$ cat config.mk
export PLATFORM = sky130hd
export DESIGN_NAME = matmul_seq
export DESIGN_NICKNAME = d
export VERILOG_FILES = /design/src/rtl/matmul_pkg.sv /design/src/rtl/matmul_agu.sv /design/src/rtl/matmul_seq.sv
export SDC_FILE = /design/constraint.sdc
export NUM_CORES = 2
export LEC_CHECK = 0
export CAP_MARGIN = 20
export CORE_MARGIN = 10
export CORE_UTILIZATION = 56
export CTS_CLUSTER_SIZE = 12
export DETAILED_ROUTE_END_ITERATION = 16
export PLACE_DENSITY = 0.74
export SYNTH_ARGS = -nofsm -noshare
export SYNTH_HDL_FRONTEND = slang
export SYNTH_SLANG_ARGS = --single-unit
$ cat constraint.sdc
create_clock -name clk -period 12.11 [get_ports clk]
set_input_delay 1.8165 -clock clk [delete_from_list [all_inputs] [get_ports clk]]
set_output_delay 1.8165 -clock clk [all_outputs]
set_load 0.03 [all_outputs]
$ cat src/rtl/matmul_pkg.sv
// Shared types and width helpers for the matmul_seq sequencer and its address generator.
package matmul_pkg;

    typedef enum logic [2:0] {
        ST_IDLE,
        ST_FETCH,
        ST_WAIT,
        ST_WRITE,
        ST_DONE
    } state_t;

    // Wide enough for num_k products of two full-scale elements.
    function automatic int acc_width(input int data_w, input int dim_w);
        return 2 * data_w + dim_w;
    endfunction

    // Element index to byte offset: log2 of the element size in bytes.
    function automatic int byte_shift(input int data_w);
        return $clog2(data_w / 8);
    endfunction

endpackage

$ cat src/rtl/matmul_agu.sv
// Combinational address generator: row-major byte addresses of A[i][k], B[k][j] and C[i][j].
module matmul_agu
    import matmul_pkg::*;
#(
    parameter int DATA_W = 32,
    parameter int ADDR_W = 32,
    parameter int DIM_W  = 16
) (
    input  logic [DIM_W-1:0]  i,
    input  logic [DIM_W-1:0]  j,
    input  logic [DIM_W-1:0]  k,
    input  logic [DIM_W-1:0]  num_j,
    input  logic [DIM_W-1:0]  num_k,
    input  logic [ADDR_W-1:0] base_a,
    input  logic [ADDR_W-1:0] base_b,
    input  logic [ADDR_W-1:0] base_c,
    output logic [ADDR_W-1:0] addr_a,
    output logic [ADDR_W-1:0] addr_b,
    output logic [ADDR_W-1:0] addr_c
);
    localparam int SHIFT = byte_shift(DATA_W);

    logic [ADDR_W-1:0] idx_a, idx_b, idx_c;

    // Working in ADDR_W bits throughout gives the modulo-2^ADDR_W wrap for free.
    assign idx_a = ADDR_W'(i) * ADDR_W'(num_k) + ADDR_W'(k);
    assign idx_b = ADDR_W'(k) * ADDR_W'(num_j) + ADDR_W'(j);
    assign idx_c = ADDR_W'(i) * ADDR_W'(num_j) + ADDR_W'(j);

    assign addr_a = base_a + (idx_a << SHIFT);
    assign addr_b = base_b + (idx_b << SHIFT);
    assign addr_c = base_c + (idx_c << SHIFT);

endmodule

$ cat src/rtl/matmul_seq.sv
// Sequencer/datapath for unsigned C = A x B: walks i/j/k, issues paired reads, writes each C once.
// Build option MATMUL_SAT_EN: saturate wr_data to DATA_W bits instead of wrapping.
module matmul_seq
    import matmul_pkg::*;
#(
    parameter int DATA_W = 32,
    parameter int ADDR_W = 32,
    parameter int DIM_W  = 16
) (
    input  logic              clk,
    input  logic              reset,
    input  logic              start,
    input  logic [DIM_W-1:0]  num_i,
    input  logic [DIM_W-1:0]  num_j,
    input  logic [DIM_W-1:0]  num_k,
    input  logic [ADDR_W-1:0] base_a,
    input  logic [ADDR_W-1:0] base_b,
    input  logic [ADDR_W-1:0] base_c,
    output logic              busy,
    output logic              done,
    output logic              rd_en,
    output logic [ADDR_W-1:0] rd_addr_a,
    output logic [ADDR_W-1:0] rd_addr_b,
    input  logic              rd_valid,
    input  logic [DATA_W-1:0] rd_data_a,
    input  logic [DATA_W-1:0] rd_data_b,
    output logic              wr_en,
    output logic [ADDR_W-1:0] wr_addr,
    output logic [DATA_W-1:0] wr_data,
    input  logic              wr_ready
);
    localparam int ACC_W  = acc_width(DATA_W, DIM_W);
    localparam int PROD_W = 2 * DATA_W;

    state_t             state;
    logic [DIM_W-1:0]   ni, nj, nk;
    logic [DIM_W-1:0]   i, j, k;
    logic [ADDR_W-1:0]  ba, bb, bc;
    logic [ACC_W-1:0]   acc;
    logic [PROD_W-1:0]  prod;

    matmul_agu #(
        .DATA_W (DATA_W),
        .ADDR_W (ADDR_W),
        .DIM_W  (DIM_W)
    ) u_agu (
        .i      (i),
        .j      (j),
        .k      (k),
        .num_j  (nj),
        .num_k  (nk),
        .base_a (ba),
        .base_b (bb),
        .base_c (bc),
        .addr_a (rd_addr_a),
        .addr_b (rd_addr_b),
        .addr_c (wr_addr)
    );

    assign prod = PROD_W'(rd_data_a) * PROD_W'(rd_data_b);

`ifdef MATMUL_SAT_EN
    assign wr_data = (acc > ACC_W'({DATA_W{1'b1}})) ? {DATA_W{1'b1}} : acc[DATA_W-1:0];
`else
    assign wr_data = acc[DATA_W-1:0];
`endif

    // NOTE: every register here uses <= so all updates in a cycle see the pre-edge values.
    always_ff @(posedge clk or negedge reset) begin
        if (!reset) begin
            // NOTE: the accumulator and latched operands are reset too, so addresses and wr_data read 0.
            state <= ST_IDLE;
            busy  <= 1'b0;
            done  <= 1'b0;
            rd_en <= 1'b0;
            wr_en <= 1'b0;
            ni    <= '0;
            nj    <= '0;
            nk    <= '0;
            ba    <= '0;
            bb    <= '0;
            bc    <= '0;
            i     <= '0;
            j     <= '0;
            k     <= '0;
            acc   <= '0;
        end else begin
            case (state)
                ST_IDLE: begin
                    if (start) begin
                        ni   <= num_i;
                        nj   <= num_j;
                        nk   <= num_k;
                        ba   <= base_a;
                        bb   <= base_b;
                        bc   <= base_c;
                        i    <= '0;
                        j    <= '0;
                        k    <= '0;
                        acc  <= '0;
                        busy <= 1'b1;
                        if (num_i == '0 || num_j == '0 || num_k == '0) begin
                            state <= ST_DONE;
                        end else begin
                            state <= ST_FETCH;
                            rd_en <= 1'b1;
                        end
                    end
                end
                ST_FETCH: begin
                    rd_en <= 1'b0;
                    state <= ST_WAIT;
                end
                ST_WAIT: begin
                    if (rd_valid) begin
                        acc <= acc + ACC_W'(prod);
                        if (k == nk - DIM_W'(1)) begin
                            k     <= '0;
                            wr_en <= 1'b1;
                            state <= ST_WRITE;
                        end else begin
                            k     <= k + DIM_W'(1);
                            rd_en <= 1'b1;
                            state <= ST_FETCH;
                        end
                    end
                end
                ST_WRITE: begin
                    if (wr_ready) begin
                        wr_en <= 1'b0;
                        acc   <= '0;
                        if (j != nj - DIM_W'(1)) begin
                            j     <= j + DIM_W'(1);
                            rd_en <= 1'b1;
                            state <= ST_FETCH;
                        end else begin
                            j <= '0;
                            if (i != ni - DIM_W'(1)) begin
                                i     <= i + DIM_W'(1);
                                rd_en <= 1'b1;
                                state <= ST_FETCH;
                            end else begin
                                done  <= 1'b1;
                                state <= ST_DONE;
                            end
                        end
                    end
                end
                ST_DONE: begin
                    // A zero-dimension product arrives here with done low and spends one extra cycle.
                    if (done) begin
                        done  <= 1'b0;
                        busy  <= 1'b0;
                        state <= ST_IDLE;
                    end else begin
                        done <= 1'b1;
                    end
                end
                default: state <= ST_IDLE;
            endcase
        end
    end

endmodule

# --- After elaboration in Yosys (flattened, before gate mapping) ---
# Cells that the tools add are included.
totals:
  out_inout_bits: 132
  register_bits: 279
  elab_cells: 117
op_classes:
  reduce_logical: 23
  n_eq_ne: 18
  n_mul: 4
  n_mux: 44
  add_sub_neg: 13
op_table:
  columns: ["cell", "n"]
  rows:
  - ["$mux 80", 3]
  - ["$pmux 80 s3", 1]
  - ["$mux 16", 8]
  - ["$add 32x32->32", 3]
  - ["$pmux 16 s2", 3]
  - ["$add 30x16->30", 3]
  - ["$mul 16x16->30", 3]
  - ["$add 80x64->80", 1]
  - ["$mul 32x32->64", 1]
  - ["$add 16x1->16 const B", 3]
  - ["$logic_not 16->1", 3]
  - ["$sub 16x1->16 const B", 3]
  - ["$ne 16x16->1", 2]
  - ["$mux 3", 7]
  - ["$ne 2x2->1 const B", 10]
  - ["$eq 16x16->1", 1]
  - ["$mux 1", 16]
  - ["$reduce_and 4->1", 4]
  - ["$pmux 3 s5", 1]
  - ["$reduce_bool 2->1", 5]
  - ["$reduce_and 3->1", 3]
  - ["$reduce_and 7->1", 1]
  - ["$eq 3x2->1 const B", 2]
  - ["$pmux 1 s2", 3]
  - ["11 further kinds", 12]

# --- Longest topological paths before layout ---
depth:
  ltp_word: 6
  mapped_depth: 35
  ltp_nobuf: 33

# --- Modules after synthesis ---
# From an unflattened synthesis, not the netlist that was laid out.
unflattened:
  hier_cells: 6797
  area_unflattened_um2: 58294.7
by_module_without_submodules:
  columns: ["mod", "cells_per_inst", "n_inst", "area_each_um2"]
  rows:
  - ["matmul_agu", 3644, 1, 30473.0]
  - ["matmul_seq", 3153, 1, 27821.7]

# --- Worst setup path before layout ---
# OpenSTA, ideal clock, no wires.
synth_path:
  kind: "reg2out"
  start: "reg nj[1]"
  end: "out rd_addr_b[31]"
  path_buffers: 2
  arrival_ps: 7955
  path_stages_with_launch: 31
  slack_ps: 2338
  path_cell_list: "dfrtp_1 > clkbuf_1 > inv_1 > clkbuf_1 > nor2_1 > fa_1 > inv_1 > fa_1 > fa_1 > fa_1 > inv_1 > fa_1 > inv_1 > fa_1 > inv_1 > ha_1 > a21o_1 > a21oi_1 > a21oi_1 > o41a_1 > o21ai_0 > xnor2_1 > ha_1 > a211o_1 > o22a_1 > o21a_1 > a41o_1 > or4_1 > o311a_1 > a211oi_2 > xnor2_1"
synth_via:
  elab_chain_len: 3
synth_rtl:
  columns: ["element", "line_no", "source"]
  rows:
  - ["start, declared", "matmul_seq.sv:36", "logic [DIM_W-1:0] ni, nj, nk;"]
  - ["start signal, assigned", "matmul_seq.sv:92", "nj <= num_j;"]
  - ["$mul 16x16->30", "matmul_agu.sv:27", "assign idx_b = ADDR_W'(k) * ADDR_W'(num_j) + ADDR_W'(j);"]
  - ["$add 30x16->30", "matmul_agu.sv:27", null]
  - ["$add 32x32->32", "matmul_agu.sv:31", "assign addr_b = base_b + (idx_b << SHIFT);"]
  - ["end, declared", "matmul_seq.sv:23", "output logic [ADDR_W-1:0] rd_addr_b,"]
# Every way passes these cells.

# --- Worst setup path in the final report ---
layout_path:
  start: "reg k[10]"
  end: "out rd_addr_b[31]"
layout_via:
  elab_chain_len: 3
layout_rtl:
  columns: ["element", "line_no", "source"]
  rows:
  - ["start, declared", "matmul_seq.sv:37", "logic [DIM_W-1:0] i, j, k;"]
  - ["start signal, assigned", "matmul_seq.sv:122", "k <= k + DIM_W'(1);"]
  - ["$mul 16x16->30", "matmul_agu.sv:27", null]
  - ["$add 30x16->30", "matmul_agu.sv:27", null]
  - ["$add 32x32->32", "matmul_agu.sv:31", null]
# Every way passes these cells.

==> report_table.html <==
<table>
<tr><th>Metric</th><th>Value</th></tr>
<tr><th colspan="2">Min path</th></tr>
<tr><td>Number of instances on the worst hold path</td><td>2</td></tr>
<tr><td>Hold-critical path endpoint</td><td>ba[0]</td></tr>
<tr><td>Class of the most critical hold timing path</td><td>reg2reg</td></tr>
<tr><td>HP Start</td><td>ba[0]</td></tr>
<tr><th colspan="2">Die</th></tr>
<tr><td>Starting density of the core</td><td>0.564</td></tr>
<tr><td># IOs</td><td>345</td></tr>
<tr><td>Core box area</td><td>a little over 0.1 sq mm</td></tr>
<tr><td>Floorplan die area</td><td>between 0.1 and 0.15 sq mm</td></tr>
<tr><td>Die X</td><td>340 microns</td></tr>
<tr><td>Placement row count</td><td>117</td></tr>
<tr><td>Die height</td><td>340 microns</td></tr>
<tr><th colspan="2">Timing</th></tr>
<tr><td>Min Tclk post-route</td><td>11.68 ns</td></tr>
<tr><td>Post-route clock period utilization</td><td>0.965</td></tr>
<tr><td>Summed negative setup slack over all endpoints</td><td>0 ns</td></tr>
<tr><td>Final hold violations</td><td>0</td></tr>
<tr><td>Highest achievable clock rate</td><td>between 0.08 and 0.09 GHz</td></tr>
<tr><td>Final worst clock skew</td><td>0.0256 ns</td></tr>
<tr><td>Worst Tran Pin Value</td><td>1.13 ns</td></tr>
<tr><td>Final number of max-transition violations</td><td>0</td></tr>
<tr><td>Max-slew headroom at the worst pin</td><td>0.247</td></tr>
<tr><td>Final setup violation count</td><td>0</td></tr>
<tr><td>Unrepaired setup endpoints after global routing</td><td>false</td></tr>
<tr><td>Final Hold Slack</td><td>0.475 ns</td></tr>
<tr><th colspan="2">Power and ir drop</th></tr>
<tr><td>Worst vdd rail ir drop</td><td>0.858 mV</td></tr>
<tr><td>Leak pwr</td><td>32.9 nW</td></tr>
<tr><td>Power Total</td><td>19.1 mW</td></tr>
<tr><td>PD cells</td><td>roughly 300 mW/mm^2</td></tr>
<tr><th colspan="2">GRT</th></tr>
<tr><td>Remaining global-route overflow</td><td>0</td></tr>
<tr><td>Via count of the first global-routing pass</td><td>49.3k</td></tr>
<tr><td>Wire length of the first global-routing pass</td><td>between 200000 and 300000 microns</td></tr>
<tr><td>Maximum number of pins on one net before global-route repair</td><td>142</td></tr>
<tr><td>Global router's overall resource usage</td><td>0.281</td></tr>
<tr><td>Initial antenna violation count</td><td>4</td></tr>
<tr><th colspan="2">Place</th></tr>
<tr><td>RePlAce Congestion</td><td>~0.98</td></tr>
<tr><td>HPWL after detailed placement</td><td>127000 microns</td></tr>
<tr><td>Buffers added on ports</td><td>roughly 340</td></tr>
<tr><th colspan="2">Synthesis</th></tr>
<tr><td>Cell Area, Synth</td><td>0.0575 sq mm</td></tr>
<tr><td>Most used DFF post-synth</td><td>sky130_fd_sc_hd__dfrtp_1</td></tr>
<tr><td>Number of standard cells after synthesis</td><td>6795</td></tr>
<tr><td>Post-synthesis net count</td><td>8590</td></tr>
<tr><td>Sequential fraction of the synthesis area</td><td>0.101</td></tr>
<tr><td>Syn. warnings</td><td>0</td></tr>
<tr><td>Async S/R FF share, synth</td><td>1.00</td></tr>
<tr><td>Synth unique cells</td><td>86</td></tr>
<tr><td>#FFs+latches synth</td><td>231</td></tr>
<tr><td>Post-Syn Area per Cell</td><td>~8.5 sq um</td></tr>
<tr><td>EDFF count, synth</td><td>0</td></tr>
<tr><th colspan="2">Layout</th></tr>
<tr><td>Most used cells in the layout excluding fill and tap cells</td><td>sky130_fd_sc_hd__inv_1, sky130_fd_sc_hd__nand2_1, sky130_fd_sc_hd__fa_1</td></tr>
<tr><td>Leading cell type in the layout, fill and taps excluded</td><td>sky130_fd_sc_hd__inv_1</td></tr>
<tr><td>Fraction of layout cells with a size suffix above 1</td><td>0.0279</td></tr>
<tr><td>Number of nets at the end of the flow</td><td>slightly below 9k</td></tr>
<tr><td>Final standard cell utilization of the core</td><td>0.621</td></tr>
<tr><td>Syn-to-layout area delta</td><td>10.1%</td></tr>
<tr><td>Fillcell total</td><td>8756</td></tr>
<tr><th colspan="2">Setup path</th></tr>
<tr><td>Arrival time at the worst endpoint</td><td>9.86 ns</td></tr>
<tr><td>End of the worst register-to-register path</td><td>acc[28]</td></tr>
<tr><td>Standard cell with the maximum stage delay on the critical path</td><td>sky130_fd_sc_hd__dfrtp_1</td></tr>
<tr><td>Biggest fanout along the worst timing path</td><td>17</td></tr>
<tr><td>Longest individual stage delay on the worst path</td><td>approximately 0.80 ns</td></tr>
<tr><td>Worst path most repeated cell</td><td>sky130_fd_sc_hd__fa_1</td></tr>
<tr><td>Setup Crit Path Kind</td><td>reg2out</td></tr>
<tr><td>Crit. End Element</td><td>output port</td></tr>
<tr><td>Worst setup slack for register-to-register paths</td><td>5.04 ns</td></tr>
<tr><td>Crit Reg-Reg Startpoint</td><td>acc[19]</td></tr>
<tr><td>Startpoint type of the worst setup path</td><td>flop</td></tr>
<tr><td>Critical Path RT</td><td>10.29 ns</td></tr>
<tr><td>Number of cells traversed by the worst register-to-register path</td><td>23</td></tr>
<tr><th colspan="2">Route</th></tr>
<tr><td>Number of vias in the routed layout</td><td>approximately 46k</td></tr>
<tr><td>Count of TritonRoute iterations in the first routing pass</td><td>6</td></tr>
<tr><td>Mean number of vias per cell</td><td>5.53</td></tr>
<tr><td>Antenna-violating nets left</td><td>0</td></tr>
<tr><td>DRC marker count from the first detailed-route iteration</td><td>3419</td></tr>
<tr><td>DRC violations left</td><td>0</td></tr>
<tr><td>Overall routed net length</td><td>160000 microns</td></tr>
<tr><td>Wire length per cell after detailed routing</td><td>approximately 19 microns</td></tr>
<tr><th colspan="2">Clock network</th></tr>
<tr><td>Total clock buffers created by CTS</td><td>34</td></tr>
<tr><td>Number of clock sinks</td><td>231</td></tr>
<tr><td>Hold Buf Count CTS</td><td>0</td></tr>
<tr><td>Number of buffers inserted by post-CTS setup repair</td><td>0</td></tr>
<tr><td>Post_cts resized</td><td>0</td></tr>
<tr><td>Number of buffers between clock root and the deepest sink</td><td>3</td></tr>
<tr><td>Worst-Skew Late Latency</td><td>0.61 ns</td></tr>
<tr><td>Clock Pin Slew Worst Setup and Hold Paths</td><td>0.06 ns</td></tr>
<tr><td>CTS H-Tree Depth</td><td>2</td></tr>
<tr><td>Clock tree from TritonCTS</td><td>done</td></tr>
<tr><td>Cell chosen for the clock root</td><td>sky130_fd_sc_hd__clkbuf_16</td></tr>
<tr><th colspan="2">Job</th></tr>
<tr><td>Max Cap Violations</td><td>0</td></tr>
<tr><th colspan="2">Status</th></tr>
<tr><td>Run status</td><td>completed</td></tr>
</table>
synth_stat cells (73+ instances only):
library cell / instances / area [sq um]
sky130_fd_sc_hd__a21o_1: 75 / 563
sky130_fd_sc_hd__a21oi_1: 162 / 811
sky130_fd_sc_hd__and2_1: 434 / 2720
sky130_fd_sc_hd__clkbuf_1: 306 / 1150
sky130_fd_sc_hd__dfrtp_1: 231 / 5780
sky130_fd_sc_hd__fa_1: 1068 / 21400
sky130_fd_sc_hd__ha_1: 514 / 6430
sky130_fd_sc_hd__inv_1: 1418 / 5320
sky130_fd_sc_hd__nand2_1: 1375 / 5160
sky130_fd_sc_hd__nor2_1: 181 / 679
sky130_fd_sc_hd__o21ai_0: 134 / 671
sky130_fd_sc_hd__xnor2_1: 269 / 2360
sky130_fd_sc_hd__xor2_1: 73 / 639
sequential cells by signal, indices dropped and copies added, names as in the netlist, 32 cells and up:
signal  flops
bb         32
ba         32
acc        32
bc         32
through the flow:
step | cell area [sq um] | instances | setup slack [ns]
CTS | 63200 | 8307 | 0.173
finish | 63300 | 8313 | 0.429
detailed placement | 62000 | 8245 | 0.846
floorplan | 57500 | 6795 | 2.34
global route | 63300 | 8310 | 0.00571
global placement | 62000 | 8243 | 1.03
worst max-delay path, delay by kind of cell (launching register included):
kind,cells,cell delay [ns]
adders and majority gates,8,3.45
AOI/OAI and AO/OA,11,2.61
buffers and inverters,6,1.28
DFF,1,0.80
and+or+nand+nor,3,0.77
xor gates and xnor gates,2,0.34
metal layers:
| layer | vias up | wire, microns | GRT usage |
|---|---|---|---|
| li1 | 20600 | - | - |
| met1 | 23000 | 64400 | 0.368 |
| met2 | 1966 | 74900 | 0.456 |
| met3 | 375 | 14700 | 0.0622 |
| met4 | 4 | 5820 | 0.0997 |
| met5 | - | 31 | 0 |
layout make-up:
cell class | instances | area (sq um) | share of cell area
antenna | 4 | 10.0 | 0.000158
clock buffer | 40 | 935 | 0.0148
clock inverter | 22 | 302 | 0.00476
inverter | 1419 | 5330 | 0.0841
multi-input combinational | 4802 | 45100 | 0.712
sequential | 231 | 5790 | 0.0914
tap | 1368 | 1710 | 0.0270
timing repair buffer | 427 | 4140 | 0.0654
kinds of logic after synthesis:
family	Yosys count	share of synthesized area
fa+ha+maj	1582	0.484
buf+inv	1762	0.116
mux	12	0.00224
compound gates	570	0.0642
simple gates	2296	0.182
xor+xnor	342	0.0521
flops	231	0.101
how the worst max path moves through the flow:
stage,from,endpoint,slack [ns],cells after the start
floorplan,nj[1],rd_addr_b[31],2.34,30
global placement,nj[4],wr_addr[30],1.03,30
detailed placement,nj[4],wr_addr[30],0.85,30
CTS,nj[4],wr_addr[30],0.17,30
global route,k[10],rd_addr_b[31],0.006,29
finish,k[10],rd_addr_b[31],0.43,30
power by group:
part           total, mW  internal (mW)  switching (mW)
clock               1.14          0.687           0.458
combinational       16.3           6.99            9.34
sequential          1.61           1.05           0.556
total               19.1           8.73            10.4
No activity file was read; power rests on OpenSTA's default activity.
